[config.mk]
export PLATFORM = sky130hd
export DESIGN_NAME = parity_engine
export DESIGN_NICKNAME = d
export VERILOG_FILES = /design/src/rtl/parity_engine.sv
export SDC_FILE = /design/constraint.sdc
export NUM_CORES = 1
export LEC_CHECK = 0
export CAP_MARGIN = 10
export CORE_UTILIZATION = 43
export DETAILED_ROUTE_END_ITERATION = 12
export MAX_ROUTING_LAYER = met4
export PLACE_DENSITY = 0.71
export SLEW_MARGIN = 20
export SYNTH_ARGS = -nofsm -noshare
export SYNTH_HDL_FRONTEND = slang
export SYNTH_SLANG_ARGS = --single-unit
[constraint.sdc]
create_clock -name clk -period 1.4 [get_ports clk]
set_input_delay 0.28 -clock clk [delete_from_list [all_inputs] [get_ports clk]]
set_output_delay 0.28 -clock clk [all_outputs]
set_load 0.05 [all_outputs]
[src/rtl/parity_engine.sv]
// Multi-cycle parity generator: captures a WIDTH-bit word on start and folds
// BITS_PER_CYCLE bits per clock into a running XOR. Optional check: PARITY_CHECK_EN.
module parity_engine #(
   parameter int WIDTH          = 8,
   parameter int BITS_PER_CYCLE = 1
) (
   input  logic             clk,
   input  logic             rst_n,
   input  logic             start,
   input  logic [WIDTH-1:0] data_in,
`ifdef PARITY_CHECK_EN
   input  logic             check_in,
   output logic             parity_err,
`endif
   output logic             even_parity,
   output logic             odd_parity,
   output logic             busy,
   output logic             done
);

   localparam int N  = WIDTH / BITS_PER_CYCLE;
   localparam int CW = $clog2(N + 1);

   typedef enum logic {IDLE, SHIFT} state_t;

   state_t           state, state_nxt;
   logic [WIDTH-1:0] shreg;
   logic             acc, acc_nxt;
   logic [CW-1:0]    cnt;
   logic             load, last;
`ifdef PARITY_CHECK_EN
   logic             chk_q;
`endif

   // Fold the low slice of the shift register into the running parity.
   assign acc_nxt = acc ^ (^shreg[BITS_PER_CYCLE-1:0]);

   always_ff @(posedge clk or negedge rst_n) begin
      if (!rst_n) state <= IDLE;
      else        state <= state_nxt;
   end

   always_comb begin
      state_nxt = state;
      load      = 1'b0;
      last      = 1'b0;
      busy      = 1'b0;
      case (state)
         IDLE: begin
            if (start) begin
               load      = 1'b1;
               state_nxt = SHIFT;
            end
         end
         SHIFT: begin
            busy = 1'b1;
            if (cnt == CW'(1)) begin
               last      = 1'b1;
               state_nxt = IDLE;
            end
         end
         default: state_nxt = IDLE;
      endcase
   end

   always_ff @(posedge clk or negedge rst_n) begin
      if (!rst_n) begin
         shreg       <= '0;
         acc         <= 1'b0;
         cnt         <= '0;
         done        <= 1'b0;
         even_parity <= 1'b0;
         odd_parity  <= 1'b1;
`ifdef PARITY_CHECK_EN
         chk_q       <= 1'b0;
         parity_err  <= 1'b0;
`endif
      end else begin
         done <= 1'b0;
         if (load) begin
            shreg <= data_in;
            acc   <= 1'b0;
            cnt   <= CW'(N);
`ifdef PARITY_CHECK_EN
            chk_q <= check_in;
`endif
         end else if (busy) begin
            acc   <= acc_nxt;
            shreg <= shreg >> BITS_PER_CYCLE;
            cnt   <= cnt - CW'(1);
            // Results only move on completion; they hold across the next start.
            if (last) begin
               even_parity <= acc_nxt;
               odd_parity  <= ~acc_nxt;
               done        <= 1'b1;
`ifdef PARITY_CHECK_EN
               parity_err  <= acc_nxt ^ chk_q;
`endif
            end
         end
      end
   end

endmodule

==> metrics.yaml <==
h-tree-depth: 1
grt_pass1_vias: 532
cp_slowest_cell: "dfrtp_1"
numCtsBuffers: 3
layout_min_cycle_time_ns: 1.36
clk_pin_slew_ns: 0.10
track_usage_pct: 19.0
routabilityCongestion: 0.778
synth_area_per_cell_um2: 11.6
pwr-share-comb_pct: 45.8
crit_arrival_ns: 1.54
slew_violations: 0
crit_path_end_kind: "flip-flop"
drtIter0Drc: 12
max-cap-violations: 0
cts_tree: "built"
intPower_w: 0.00132
die-area_um2: 1930
drc: 0
grt_remaining_overflow: 0
seq_power_share_pct: 42.0
cp_max_fo: 3
period_share_pct: 97.2
grt_max_degree: 20
first_pass_iters: 4
num_antenna_cells: 0
fin_ws_ns: 0.0397
placementRows: 14
die_y_um: 43.9
grt_pass1_wl_um: 2460
crit_path_start_kind: "flip-flop"
clockPowerShare_pct: 12.2
finalHoldViolCount: 0
drive_gt1_share_pct: 23.3
drtAntennaViolNets: 0
criticalPathCategory: "reg -> reg"
portBuffers: 14
clock_sinks: 17
power_density_nw_per_um2: 2120
clockBufferDepth: 2
dp.cells: 97
finish.net_count: 100
hold_slack_ns: 0.295
coreArea_um2: 1580
p_leak_nw: 0.482
setup_violations: 0
maxSlewHeadroom_pct: 83.2
die_w_um: 43.9
dpl_worst_slack_ns: -0.0420
status: "finished, final reports clean"
antenna_found_initial: 0
synthCells: 65
dpl.hpwl_um: 1040
initial_core_util_pct: 47.9
wirelength_um: 1450
syn_nets: 78
cp_slowest_stage_delay_ns: 0.41
switching_share_pct: 38.6
max_freq_mhz: 735
crit_chain: "inv_1 > ha_1 > and4bb_2 > mux2_2"
cpLargestDelayFamily: "flip-flops"
avgViaCountPerCell: 5.43
critPathRequiredTime_ns: 1.58
cts_resized: 0
p_sw_w: 0.000831
ir_worst_vdd_v: 0.00140
p_total_w: 0.00215
num_io_pins: 15
fillers: 131
ys_warn_count: 0
final_cells: 102
skew_ns: 0.0141
ys_types: 19
worst_slew_pin_slew_ns: 0.252
clock_latency_ns: 0.30
cp_num_buf_inv: 1
area_growth_pct: 34.6
cts-root-buf: "clkbuf_4"
min_path_type: "in -> async"
fin_tns_setup_ns: 0
yosys_register_bits: 17
syn_area_um2: 756
seq_area_frac_synth_pct: 56.5
via_count: 554
wl_per_cell_um: 14.3
[state kept, by name, indices dropped and copies added (netlist names)]
| register | count |
|---|---|
| acc | 1 |
| cnt | 4 |
| done | 1 |
| even_parity | 1 |
| odd_parity | 1 |
| shreg | 8 |
| state | 1 |
[logic make-up (layout without fill, tap and decap cells)]
kind of cell / Yosys count / count (layout) / synth area share (%)
AOI/OAI and AO/OA: 11 / 11 / 8.61
xor gates and xnor gates: 1 / 1 / 1.16
adders and majority gates: 2 / 2 / 3.31
buffers and inverters: 6 / 27 / 3.15
DFF: 17 / 17 / 56.5
muxes: 13 / 13 / 17.7
and+or+nand+nor: 15 / 15 / 9.60
[synthesized netlist by cell type, drive strengths merged]
library cell	count	share of area, %
nand2b	1	0.83
or4	1	0.99
ha	2	3.3
a22o	1	1.2
dfstp	1	3.5
nor3	1	0.66
a31oi	1	0.83
nor2	3	1.5
o21ai	7	4.6
inv	3	1.5
mux2i	10	13
nand2	8	4.0
o31ai	2	2.0
mux2	3	4.5
dfrtp	16	53
and4bb	1	1.7
buf	1	0.66
clkbuf	2	0.99
xor2	1	1.2
[worst register-to-register path: cells and delay by family (launching register included)]
| family | cells | cell delay (ns) |
|---|---|---|
| flip-flops | 1 | 0.41 |
| multiplexers | 1 | 0.33 |
| AND/OR/NAND/NOR | 1 | 0.25 |
| adder cells (fa/ha/maj) | 1 | 0.15 |
| buffers and inverters | 1 | 0.10 |
[final timing paths]
check,from,cells past startpoint,slack (ns),endpoint
max in group asynchronous,rst_n,2,0.86,odd_parity
setup reg to reg,cnt[1],4,0.04,even_parity
min in group clk,shreg[7],2,0.48,shreg[6]
setup / recovery,cnt[1],4,0.04,even_parity
hold / removal,rst_n,2,0.30,state
hold reg to reg,shreg[7],2,0.48,shreg[6]
[power by group through the flow]
stage | combinational, W | sequential (W) | clock (W)
global placement | 0.000949 | 0.000890 | 0
floorplan | 0.000435 | 0.00102 | 0
finish | 0.000987 | 0.000904 | 0.000263
global route | 0.00110 | 0.000929 | 0.000297
CTS | 0.000972 | 0.000902 | 0.000270
detailed placement | 0.000971 | 0.000904 | 0
[per-layer routing]
layer / track usage, % / up-vias / wire length (um)
li1: - / 270 / -
met1: 24.5 / 264 / 658
met3: 7.50 / 6 / 69
met5: - / - / 0
met2: 26.0 / 14 / 686
met4: 9.09 / 0 / 40
[stage by stage]
| stage | instance area (um2) | util, % |
|---|---|---|
| after global placement | 982 | 62.3 |
| after CTS | 1010 | 64.0 |
| final | 1020 | 64.5 |
| after detailed placement | 982 | 62.3 |
| after floorplan | 757 | - |
| after global routing | 1020 | 64.5 |
[what timing repair did]
action	in CTS	in global routing
setup endpoints to repair	0	1
setup buffers	0	1
hold buffers	0	0
[cell type report]
| cell class | instances | area (um2) | area share [%] |
|---|---|---|---|
| Timing Repair Buffer | 20 | 225 | 22.1 |
| Tap cell | 16 | 20.0 | 1.97 |
| Clock buffer | 3 | 22.5 | 2.21 |
| Sequential cell | 17 | 428 | 42.1 |
| Multi-Input combinational cell | 42 | 305 | 30.0 |
| Clock inverter | 1 | 5.00 | 0.492 |
| Inverter | 3 | 11.3 | 1.11 |
[placed cells by master, fill, tap and decap left out, types with 2 or more instances in the layout]
| cell | netlist | final |
|---|---|---|
| clkdlybuf4s50_1 | 0 | 10 |
| o31ai_1 | 2 | 2 |
| buf_12 | 0 | 4 |
| buf_4 | 0 | 6 |
| inv_1 | 3 | 3 |
| nand2_1 | 8 | 8 |
| mux2i_1 | 10 | 10 |
| clkbuf_4 | 0 | 3 |
| o21ai_0 | 7 | 7 |
| ha_1 | 2 | 2 |
| dfrtp_1 | 16 | 15 |
| nor2_1 | 3 | 3 |
| mux2_2 | 3 | 3 |
Power figures use the tool's default switching activity.
